--- src/rtl/wasca_switches_pkg.sv ---
// Shared constants for the wasca extra-switches input port: register map,
// edge capture encodings and the debounce counter width.
package wasca_switches_pkg;

    localparam logic [1:0] ADDR_DATA     = 2'd0;
    localparam logic [1:0] ADDR_IRQ_MASK = 2'd2;
    localparam logic [1:0] ADDR_EDGE_CAP = 2'd3;

    localparam logic [1:0] EDGE_RISE = 2'd0;
    localparam logic [1:0] EDGE_FALL = 2'd1;
    localparam logic [1:0] EDGE_ANY  = 2'd2;

    localparam int DEB_CNT_W = 16;

endpackage

--- src/rtl/wasca_debounce_bit.sv ---
// One switch line: two-flop synchroniser, stable-count debouncer and a
// single-cycle edge pulse in the direction selected by EDGE_TYPE.
module wasca_debounce_bit
    import wasca_switches_pkg::*;
#(
    parameter logic [DEB_CNT_W-1:0] DEBOUNCE_CYCLES = 16'd50000,
    parameter logic [1:0]           EDGE_TYPE       = EDGE_ANY,
    parameter logic                 RESET_LEVEL     = 1'b0
) (
    input  logic clk,
    input  logic reset,
    input  logic i_line,
    output logic o_deb,
    output logic o_edge
);

    logic                 r_sync1;
    logic                 r_sync2;
    logic                 r_deb;
    logic                 r_deb_d;
    logic [DEB_CNT_W-1:0] r_cnt;
    logic                 w_rise;
    logic                 w_fall;

    // NOTE: non-blocking assignments let the synchroniser chain shift one
    // stage per clock; blocking would collapse it into a single flop.
    always_ff @(posedge clk) begin
        if (reset) begin
            r_sync1 <= RESET_LEVEL;
            r_sync2 <= RESET_LEVEL;
            r_deb   <= RESET_LEVEL;
            r_deb_d <= RESET_LEVEL;
            r_cnt   <= '0;
        end else begin
            r_sync1 <= i_line;
            r_sync2 <= r_sync1;
            r_deb_d <= r_deb;
            if (r_sync2 == r_deb) begin
                r_cnt <= '0;
            end else if (r_cnt == DEBOUNCE_CYCLES - DEB_CNT_W'(1)) begin
                r_deb <= r_sync2;
                r_cnt <= '0;
            end else begin
                r_cnt <= r_cnt + DEB_CNT_W'(1);
            end
        end
    end

    // r_deb_d tracks r_deb through reset, so no pulse fires as reset deasserts.
    assign w_rise = r_deb & ~r_deb_d;
    assign w_fall = ~r_deb & r_deb_d;

    // NOTE: assigning a default first keeps this block free of inferred latches.
    always_comb begin
        o_edge = w_rise | w_fall;
        if (EDGE_TYPE == EDGE_RISE) o_edge = w_rise;
        if (EDGE_TYPE == EDGE_FALL) o_edge = w_fall;
    end

    assign o_deb = r_deb;

endmodule

--- src/rtl/wasca_extra_switches.sv ---
// Avalon-MM switch/button input port: debounced levels, sticky W1C edge
// capture, per-line interrupt mask and a level irq toward the bridge.
module wasca_extra_switches
    import wasca_switches_pkg::*;
#(
    parameter int                   WIDTH           = 5,
    parameter logic [DEB_CNT_W-1:0] DEBOUNCE_CYCLES = 16'd50000,
    parameter logic [1:0]           EDGE_TYPE       = EDGE_ANY,
    parameter logic                 RESET_LEVEL     = 1'b0
) (
    input  logic             clk,
    input  logic             reset,
    input  logic [WIDTH-1:0] in_port,
    input  logic [1:0]       address,
    input  logic             chipselect,
    input  logic             write_n,
    input  logic [31:0]      writedata,
    output logic [31:0]      readdata,
    output logic             irq
);

    logic [WIDTH-1:0] w_deb;
    logic [WIDTH-1:0] w_edge;
    logic [WIDTH-1:0] w_wr_bits;
    logic [WIDTH-1:0] w_clr_bits;
    logic [WIDTH-1:0] r_irq_mask;
    logic [WIDTH-1:0] r_edge_cap;
    logic [31:0]      w_rd_next;
    logic             w_wr_en;
    logic             w_unused_wdata;

    for (genvar g = 0; g < WIDTH; g++) begin : g_line
        wasca_debounce_bit #(
            .DEBOUNCE_CYCLES (DEBOUNCE_CYCLES),
            .EDGE_TYPE       (EDGE_TYPE),
            .RESET_LEVEL     (RESET_LEVEL)
        ) u_deb (
            .clk    (clk),
            .reset  (reset),
            .i_line (in_port[g]),
            .o_deb  (w_deb[g]),
            .o_edge (w_edge[g])
        );
    end

    assign w_wr_en        = chipselect & ~write_n;
    assign w_wr_bits      = writedata[WIDTH-1:0];
    assign w_clr_bits     = (w_wr_en && address == ADDR_EDGE_CAP) ? w_wr_bits : '0;
    assign w_unused_wdata = ^writedata;

    always_comb begin
        w_rd_next = '0;
        case (address)
            ADDR_DATA:     w_rd_next[WIDTH-1:0] = w_deb;
            ADDR_IRQ_MASK: w_rd_next[WIDTH-1:0] = r_irq_mask;
            ADDR_EDGE_CAP: w_rd_next[WIDTH-1:0] = r_edge_cap;
            default:       w_rd_next = '0;
        endcase
    end

    always_ff @(posedge clk) begin
        if (reset) begin
            r_irq_mask <= '0;
            r_edge_cap <= '0;
            readdata   <= '0;
        end else begin
            if (w_wr_en && address == ADDR_IRQ_MASK) r_irq_mask <= w_wr_bits;
            // A new edge overrides a same-cycle clear of that bit.
            r_edge_cap <= (r_edge_cap & ~w_clr_bits) | w_edge;
            readdata   <= w_rd_next;
        end
    end

    assign irq = |(r_edge_cap & r_irq_mask);

endmodule
--- config.mk ---
export PLATFORM = sky130hd
export DESIGN_NAME = wasca_extra_switches
export DESIGN_NICKNAME = d
export VERILOG_FILES = /design/src/rtl/wasca_switches_pkg.sv /design/src/rtl/wasca_debounce_bit.sv /design/src/rtl/wasca_extra_switches.sv
export SDC_FILE = /design/constraint.sdc
export NUM_CORES = 1
export LEC_CHECK = 0
export ABC_AREA = 1
export BUFFER_PORTS_ARGS = -buffer_cell sky130_fd_sc_hd__buf_2
export CAP_MARGIN = 20
export CELL_PAD_IN_SITES_DETAIL_PLACEMENT = 0
export CELL_PAD_IN_SITES_GLOBAL_PLACEMENT = 2
export CORE_MARGIN = 5
export CORE_UTILIZATION = 32
export DETAILED_ROUTE_END_ITERATION = 8
export PLACE_DENSITY = 0.76
export SLEW_MARGIN = 15
export SYNTH_ARGS = -nofsm -noshare
export SYNTH_HDL_FRONTEND = slang
export SYNTH_HIERARCHICAL = 1
export SYNTH_SLANG_ARGS = --single-unit
export TNS_END_PERCENT = 10
--- constraint.sdc ---
create_clock -name clk -period 1.85 [get_ports clk]
set_clock_uncertainty 0.1 [all_clocks]
set_input_delay 0.37 -clock clk [delete_from_list [all_inputs] [get_ports clk]]
set_output_delay 0.37 -clock clk [all_outputs]
set_load 0.01 [all_outputs]
==> summary.txt, run 1 <==
Flow run
  – Max-cap violation count: 0

Floorplanning
  – Site Rows: 48
  – Die X: 143 um
  – Chip height: 143 um
  – Core area: 17,300 sq um
  – I/O Pins: 76
  – Die ar.: 20,400 sq um
  – Initial Util: 32.6%

Synthesis
  – Mux cell area share after synthesis: 0%
  – Compound-gate portion of the synthesized area: 5.08%
  – Seq cells post-synth: 115
  – Register area share after synthesis: 40.8%
  – Combinational family with the most area after synthesis: simple AND/OR/NAND/NOR gates
  – Yosys top cell by area: dfxtp_1
  – Synth Area in XOR/XNOR: 6.99%
  – Unique cell type count in the Yosys netlist: 25
  – Main synth FF type: dfxtp_1
  – Mapped Cells: 786
  – Fraction of the mapped netlist area in adder cells: 1.11%
  – Simple-Gate Fraction of Synth Area: 34.6%
  – Synth warn: 6
  – Number of synthesized flops with an enable pin: 0
  – Leading post-synthesis cells by cell area: dfxtp_1, nor2_1, nand2_1
  – Post-synth ARST share: 0%
  – Mean area per synthesized cell: 7.18 sq um
  – Top cell type's share of synthesized area: 40.8%
  – Syn Std Cell Area: 5640 sq um

Detailed routing
  – DR vias: 4,628
  – DRT antenna net count: 0
  – Drt pass-1 iters: 6
  – Avg WL per Cell: 11.0 um
  – 1st-iter DRT viols: 179
  – Routed WL: 11,600 um
  – DRC viols: 0
  – Vias/cell: 4.36

Timing
  – Setup violations, final: 0
  – Hold WS: 0.0660 ns
  – Fin. max-slew vios: 0
  – RSZ-0062 raised after global routing: false
  – Final number of hold-violating endpoints: 0
  – Final Critical Period: 1.75 ns
  – Setup TNS: 0 ns
  – Final worst path period share: 94.4%
  – F_max: 0.573 GHz

Placed design
  – RePlAce Congestion: 0.799
  – HPWL after detailed placement: 8590 um
  – IO Port Bufs: 21

Pwr
  – Peak supply drop: 0.000680 V
  – Part of the power in the clock network: 53.6%
  – Internal Pwr Total: 4470 uW
  – Sw Ratio: 21.7%
  – Logic gate share of total power: 2.5%
  – Sw Pwr: 1240 uW
  – Static leakage: 0.00242 uW
  – Pwr/cell area: 885 nW/um^2
  – Seq pwr share: 43.9%

Finish
  – Commonest non-fill, non-tap cell in the layout: nor2_1
  – Final Util: 37.3%
  – Most frequent cells in the layout: nor2_1, nand2_1, dfxtp_1
  – N_diodes: 0
  – Share of cells above drive strength 1: 13.9%
  – Layout fillers: 1,864
  – Area grow syn2layout: 14.3%
  – Fin nets: 871

Critical path
  – CP max stage delay: 0.32 ns
  – Buf+Inv Stages, Crit Path: 1
  – R2R setup slack: 0.38 ns
  – CP max FO: 3
  – Crit path kind: reg2out
  – Reg2reg end: g_line[3].u_deb/r_cnt[13]
  – Worst path cell trace: nand2_1, nand2_1, a21oi_2, nand3_1, buf_2
  – Family with the most delay on the worst path: flip-flops
  – Req. time, crit path: 1.38 ns
  – CP Launch Type: flop
  – Worst-path cell with the longest stage delay: dfxtp_1
  – Critical path capture point type: output port
  – CP most frequent cell: nand2_1
  – Critical Path AT: 1.28 ns
  – Worst reg-to-reg path cell count: 6
  – FF-to-FF Start: g_line[3].u_deb/r_cnt[0]

Min path
  – Hold depth: 3
  – Hold Crit Endpoint: g_line[0].u_deb/r_sync1
  – Min-Delay Path Class: in2reg
  – Worst Min Path Start: in_port[0]

Clocking
  – Cts bufs inserted: 17
  – CTS tree: done
  – CTS Sinks: 115
  – Clock root cell: clkbuf_16
  – Clock-pin slew on the worst setup and hold paths: 0.05 ns
  – Clock tree buffer depth: 2
  – Setup Buffers After CTS: 0
  – Cts hold-fix bufs: 0
  – H-tree depth: 4
  – Clk_lat worst skew: 0.41 ns

Global route
  – First-pass GRT wire length: 20,400 um
  – Antenna violations before repair: 1
  – GRT Total Usage: 12.3%
  – Largest net degree at the start of global routing: 17
  – Global route overflow: 0
  – Number of global-route vias before repair: 4,483

Status
  – Outcome: finished, final reports clean
worst reg2reg max path, delay by kind of cell (launching register included):
kind                     cells  cell delay [ns]
AO/OA/AOI/OAI                1             0.07
adder cells (fa/ha/maj)      1             0.20
AND/OR/NAND/NOR              4             0.63
flip-flops                   1             0.34
worst max-delay path by stage:
stage / from / endpoint / slack, ns / cells past startpoint
floorplan: g_line[0].u_deb/r_cnt[0] / g_line[0].u_deb/r_cnt[11] / 0.50 / 7
global placement: reset / g_line[3].u_deb/r_cnt[15] / 0.40 / 6
detailed placement: g_line[1].u_deb/r_cnt[0] / g_line[1].u_deb/r_cnt[15] / 0.36 / 6
CTS: r_edge_cap[1] / irq / 0.05 / 5
global route: r_irq_mask[1] / irq / 0.01 / 5
finish: r_edge_cap[1] / irq / 0.10 / 5
synthesized netlist by cell type, types with 5 or more instances:
cell type,number
nand3_2,10
ha_1,5
buf_6,5
buf_4,27
nor2_1,161
xor2_1,35
and2_4,5
or2_2,5
o21bai_1,5
dfxtp_1,115
nand2_2,5
xnor2_1,10
nor2_2,15
inv_1,92
a21oi_1,31
a21oi_2,5
nand2_1,157
nand3_1,51
nand4_1,20
inv_2,8
nand2_4,6
o21ai_0,10
power by group through the flow:
stage	combinational, uW	clock, uW	sequential (uW)
floorplan	135	0	2560
global route	162	3260	2500
finish	141	3060	2500
global placement	140	0	2560
CTS	142	3170	2500
detailed placement	142	0	2560
stage by stage:
stage | cell area (sq um) | cells | power, uW | worst slack, ns
4_1_cts | 6450 | 1061 | 5810 | 0.0507
3_5_place_dp | 5890 | 1029 | 2700 | 0.365
5_1_grt | 6450 | 1061 | 5920 | 0.0102
2_1_floorplan | 5740 | 812 | 2690 | 0.500
6_report | 6450 | 1061 | 5710 | 0.104
3_3_place_gp | 5890 | 1029 | 2700 | 0.396
sequential cells by signal, summed over array words and instances (netlist names):
signal,flops
g_line.u_deb/r_cnt,80
readdata,5
g_line.u_deb/r_deb_d,5
r_irq_mask,5
g_line.u_deb/o_deb,5
g_line.u_deb/r_sync2,5
g_line.u_deb/r_sync1,5
r_edge_cap,5
layer usage:
metal / GRT usage, % / up-vias / wire length, um
met3: 4.15 / 17 / 445
met4: 4.75 / 2 / 197
met2: 20.2 / 68 / 5470
li1: - / 2454 / -
met1: 14.9 / 2087 / 5510
met5: 0 / - / 13
area by class of cell:
| cell class | count | area, sq um | area share, % |
|---|---|---|---|
| timing repair buffer | 24 | 128 | 1.98 |
| inverter | 101 | 380 | 5.90 |
| clock buffer | 22 | 474 | 7.35 |
| tap | 225 | 282 | 4.36 |
| multi-input combinational | 564 | 2800 | 43.4 |
| clock inverter | 10 | 82.6 | 1.28 |
| sequential | 115 | 2300 | 35.7 |
repair_timing:
| action | 4_1_cts | 5_1_grt |
|---|---|---|
| gates resized for setup | 0 | 1 |
| endpoints found under the hold margin | 0 | 0 |
| endpoints found under the setup margin | 0 | 1 |
kinds of logic after synthesis:
family,count (synthesis)
and+or+nand+nor,436
buffers and inverters,133
DFF,115
AOI/OAI and AO/OA,51
xor gates and xnor gates,45
adders and majority gates,5
other,1
(Power assumes the default switching activity.)
==> run 2: changes to the inputs <==
- CORE_UTILIZATION: 32 -> 35
- PLACE_DENSITY: 0.76 -> 0.83
- clock period: 1.85 -> 2.07 ns (I/O delays scaled with it)
==> run 2 against run 1 <==
  * Global-route usage is 0.88 points higher
  * Routed wire length is 1.3% lower
  * Sequential share of layout area is 0.40 points lower
  * Final cell count is 0.94% lower
  * Final area is 1.1% higher
  * Via count is 0.78% lower
  * Critical endpoint unchanged
  * First-iteration DRC count is 23% lower
  * Worst setup slack better by 0.16 ns
==> summary.txt, run 2 (synthesis gave the netlist of run 1 again) <==
Placed design
  – HPWL after detailed placement: 8440 um (-1.8%)
  – RePlAce Congestion: 0.796 (-0.36%)
  – IO Port Bufs: 21 (unchanged)
  – Placed Cells: 1,019 (-0.97%)

Critical path
  – Crit path kind: reg2out
  – CP Launch Type: flop
  – Req. time, crit path: 1.56 ns (+0.18 ns)
  – Critical Path AT: 1.30 ns (+0.02 ns)
  – CP max FO: 3 (unchanged)
  – Critical path capture point type: output port

Clocking
  – Setup Buffers After CTS: 0 (unchanged)
  – Post_cts resized: 0 (unchanged)
  – H-tree depth: 4 (unchanged)
  – CTS tree: done
  – Cts bufs inserted: 17 (unchanged)
  – Clk_lat worst skew: 0.41 ns (about the same)
  – Clock tree buffer depth: 2 (unchanged)
  – Clock-pin slew on the worst setup and hold paths: 0.05 ns (about the same)
  – Clock root cell: clkbuf_16
  – CTS Sinks: 115 (unchanged)
  – Cts hold-fix bufs: 0 (unchanged)

Finish
  – Commonest non-fill, non-tap cell in the layout: nor2_1
  – Max FFs per register: 80 (unchanged)
  – Area grow syn2layout: 15.6%
  – Most frequent cells in the layout: nor2_1, nand2_1, dfxtp_1
  – Fin nets: 870 (-0.11%)
  – Layout fillers: 1,651 (-11%)
  – Fin cells: 1,051 (-0.94%)
  – Most flops, register: g_line.u_deb/r_cnt
  – Share of cells above drive strength 1: 13.7% (-0.21 points)
  – Multi-input logic area: 2800 sq um (-0.13%)
  – Reg area: 2300 sq um (unchanged)

Status
  – Outcome: finished, final reports clean

Timing
  – Slew headroom: 65.9%
  – Setup TNS: 0 ns (unchanged)
  – Final worst path period share: 87.5%
  – Setup violations, final: 0 (unchanged)
  – Final number of hold-violating endpoints: 0 (unchanged)
  – F_max: 0.552 GHz
  – RSZ-0062 raised after global routing: false
  – Worst-Margin Slew: 0.509 ns
  – Fin. max-slew vios: 0 (unchanged)
  – Final Critical Period: 1.81 ns

Global route
  – Number of global-route vias before repair: 4,504 (+0.47%)
  – GRT Total Usage: 13.2% (+0.88 points)
  – Largest net degree at the start of global routing: 18 (+1)
  – First-pass GRT wire length: 19,800 um (-2.8%)
  – Antenna violations before repair: 1 (unchanged)
  – Global route overflow: 0 (unchanged)

Detailed routing
  – Routed WL: 11,500 um (-1.3%)
  – Vias/cell: 4.37 (+0.17%)
  – Drt pass-1 iters: 4 (-2)
  – Avg WL per Cell: 10.9 um (-0.38%)
  – 1st-iter DRT viols: 137 (-23%)
  – DRC viols: 0 (unchanged)
  – DRT antenna net count: 0 (unchanged)
  – DR vias: 4,592 (-0.78%)

Floorplanning
  – Die X: 137 um (-4.1%)
  – Site Rows: 46 (-4.2%)
  – Die ar.: 18,800 sq um (-8.0%)
  – I/O Pins: 76 (unchanged)
  – Core area: 15,800 sq um (-8.5%)
  – Chip height: 137 um (-4.1%)
  – Initial Util: 35.6% (+3.0 points)

Pwr
  – Static leakage: 0.00247 uW (+1.9%)
  – Tot Pwr: 5570 uW (-2.4%)
  – Peak supply drop: 0.000531 V (-22%)
  – Pwr/cell area: 854 nW/um^2 (-3.5%)

Min path
  – Min-Delay Path Class: in2reg

Flow run
  – Max-cap violation count: 0 (unchanged)
run 2: through the flow:
stage	util [%]	hold WS (ns)	worst slack [ns]	cell area, sq um
6_report	41.2	0.102	0.259	6520
5_1_grt	41.2	0.0940	0.116	6520
4_1_cts	41.2	0.0802	0.202	6520
3_5_place_dp	37.1	0.292	0.517	5870
3_3_place_gp	37.1	0.292	0.559	5870
2_1_floorplan	-	0.288	0.720	5740
run 2: routing by layer:
metal	track usage, %	routed length, um
met5	0	13
met4	4.49	128
met3	4.56	413
met2	22.1	5400
met1	15.7	5520
run 2: cell type report:
type	instances	area share, %
timing repair buffer	23	1.84
inverter	101	5.83
clock buffer	21	7.21
antenna	1	0.0384
sequential	115	35.3
multi-input combinational	564	42.9
tap	216	4.14
clock inverter	10	2.74
run 2: where the power goes:
group          switching, uW  internal [uW]
clock                    994           2220
combinational           90.3           32.8
sequential              6.77           2230
run 2: worst paths after layout:
check                                 from                       end  slack [ns]  cells past startpoint
hold reg to reg    g_line[2].u_deb/r_sync1   g_line[2].u_deb/r_sync2        0.30                      2
hold / removal                  in_port[0]   g_line[0].u_deb/r_sync1        0.10                      3
setup / recovery             r_edge_cap[2]                       irq        0.26                      5
setup reg to reg  g_line[1].u_deb/r_cnt[0]  g_line[1].u_deb/r_cnt[9]        0.61                      6
run 2: critical path, stage by stage, from the launching register on:
cell	delay, ns
dfxtp_1	0.32
nand2_1	0.07
nand2_1	0.05
a21oi_1	0.12
nand3_1	0.15
buf_2	0.18
==> run 3: changes to the inputs <==
- BUFFER_PORTS_ARGS: -buffer_cell sky130_fd_sc_hd__buf_2 -> -buffer_cell sky130_fd_sc_hd__clkbuf_2
==> run 3 against run 2 <==
  * Final area decreased by 0.21%
  * Via count decreased by 0.54%
  * Combinational power about the same
  * Maximum frequency decreased by 0.94%
  * First-iteration DRC count increased by 25%
  * Clock power decreased by 2%
  * Register-to-register slack about the same
  * Sequential share of layout area increased by 0.075 points
  * Critical path depth unchanged
==> summary.txt, run 3 (synthesis gave the netlist of run 1 again) <==
Detailed routing
  – DRT antenna net count: 0 (unchanged)
  – 1st-iter DRT viols: 171 (+25%)
  – DRC viols: 0 (unchanged)
  – Avg WL per Cell: 10.8 um (-1.5%)
  – Drt pass-1 iters: 4 (unchanged)
  – DR vias: 4,567 (-0.54%)
  – Vias/cell: 4.35 (-0.54%)
  – Routed WL: 11,300 um (-1.5%)

Critical path
  – Req. time, crit path: 1.56 ns (about the same)
  – CP max FO: 3 (unchanged)
  – Critical path capture point type: output port
  – Crit path kind: reg2out
  – Critical Path AT: 1.31 ns (about the same)
  – CP Launch Type: flop

Finish
  – Share of cells above drive strength 1: 13.7% (-0.016 points)
  – Most frequent cells in the layout: nor2_1, nand2_1, dfxtp_1
  – Commonest non-fill, non-tap cell in the layout: nor2_1
  – Most flops, register: g_line.u_deb/r_cnt
  – N_diodes: 0 (-1)
  – Max FFs per register: 80 (unchanged)
  – Area grow syn2layout: 15.4%
  – Fin cells: 1,051 (unchanged)
  – Fin nets: 870 (unchanged)
  – Post-route cell area: 6510 sq um (-0.21%)

Timing
  – Final Critical Period: 1.83 ns (+0.0172 ns)
  – F_max: 0.547 GHz (-0.94%)
  – Hold WS: 0.0921 ns (-0.00978 ns)
  – Setup TNS: 0 ns (unchanged)
  – Final number of hold-violating endpoints: 0 (unchanged)
  – RSZ-0062 raised after global routing: false
  – Setup violations, final: 0 (unchanged)
  – Setup WS post-layout: 0.242 ns (-0.0172 ns)
  – Fin. max-slew vios: 0 (unchanged)
  – Final worst path period share: 88.3% (+0.83 points)

Clocking
  – Clock tree buffer depth: 2 (unchanged)
  – CTS Sinks: 115 (unchanged)
  – Cts hold-fix bufs: 0 (unchanged)
  – Cts bufs inserted: 17 (unchanged)
  – H-tree depth: 4 (unchanged)
  – Post_cts resized: 0 (unchanged)
  – Clk_lat worst skew: 0.41 ns (about the same)
  – Setup Buffers After CTS: 0 (unchanged)
  – CTS tree: done
  – Clock-pin slew on the worst setup and hold paths: 0.06 ns (about the same)
  – Clock root cell: clkbuf_16

Floorplanning
  – Die X: 137 um (unchanged)
  – Initial Util: 35.6% (unchanged)
  – Die ar.: 18,800 sq um (unchanged)
  – I/O Pins: 76 (unchanged)
  – Site Rows: 46 (unchanged)
  – Core area: 15,800 sq um (unchanged)
  – Chip height: 137 um (unchanged)

Global route
  – Largest net degree at the start of global routing: 17 (-1)
  – Antenna violations before repair: 1 (unchanged)
  – First-pass GRT wire length: 20,000 um (+0.66%)
  – Global route overflow: 0 (unchanged)
  – GRT Total Usage: 13.2% (+0.040 points)
  – Number of global-route vias before repair: 4,450 (-1.2%)

Placed design
  – IO Port Bufs: 21 (unchanged)
  – Worst slack, placed: 0.443 ns (-0.0744 ns)
  – Dpl cell area: 5870 sq um (unchanged)
  – HPWL after detailed placement: 8360 um (-0.94%)
  – Placed Cells: 1,019 (unchanged)
  – RePlAce Congestion: 0.795 (-0.10%)

Min path
  – Min-Delay Path Class: in2reg

Flow run
  – Max-cap violation count: 0 (unchanged)

Pwr
  – Peak supply drop: 0.000560 V (+5.5%)
  – Static leakage: 0.00245 uW (-0.64%)
  – Pwr/cell area: 844 nW/um^2 (-1.2%)

Status
  – Outcome: finished, final reports clean
[run 3: cell count changes in the layout (fill, tap and decap cells not counted), sizes merged]
| cell | before | now |
|---|---|---|
| clkbuf | 21 | 44 |
| buf | 23 | 2 |
| clkinv | 6 | 4 |
| clkinvlp | 0 | 2 |
| bufinv | 5 | 4 |
| diode | 1 | 0 |
[run 3: through the flow]
stage                     utilization [%]  power, uW
final                                41.1       5490
after global routing                 41.1       5700
after CTS                            41.1       5590
after detailed placement             37.1       2410
after global placement               37.1       2410
after floorplan                         -       2400
[run 3: worst max-delay path, stage by stage (launching register included)]
cell and delay, ns:
dfxtp_1 0.32, nand2_1 0.06, nand2_1 0.05, a21oi_1 0.15, nand3_1 0.16, clkbuf_2 0.17
[run 3: layer usage]
layer,share of wire (%),global-route usage (%),vias up
li1,-,-,2452
met1,49,16.3,2040
met2,45,21.1,54
met3,3.9,4.52,19
met4,1.7,5.16,2
met5,0.062,0,-
[run 3: final cells by class]
cell class / instances / area [sq um]
clock buffer: 23 / 488
sequential: 115 / 2300
clock inverter: 9 / 150
inverter: 101 / 380
timing repair buffer: 23 / 120
fill: 1666 / 9320
tap: 216 / 270
multi-input combinational: 564 / 2800
[run 3: final timing paths]
kind	start	end	slack, ns	depth (start not counted)
max	r_edge_cap[1]	irq	0.24	5
min	in_port[2]	g_line[2].u_deb/r_sync1	0.09	3
max reg2reg	g_line[4].u_deb/r_cnt[0]	g_line[4].u_deb/r_cnt[9]	0.60	6
min reg2reg	g_line[2].u_deb/r_sync1	g_line[2].u_deb/r_sync2	0.30	2
[run 3: report_power, final]
group / leakage [uW] / internal [uW] / switching [uW] / total, uW
combinational: 0.00121 / 32.9 / 90.8 / 124
sequential: 0.000929 / 2230 / 6.79 / 2240
clock: 0.000309 / 2140 / 996 / 3130
total: 0.00245 / 4400 / 1090 / 5490
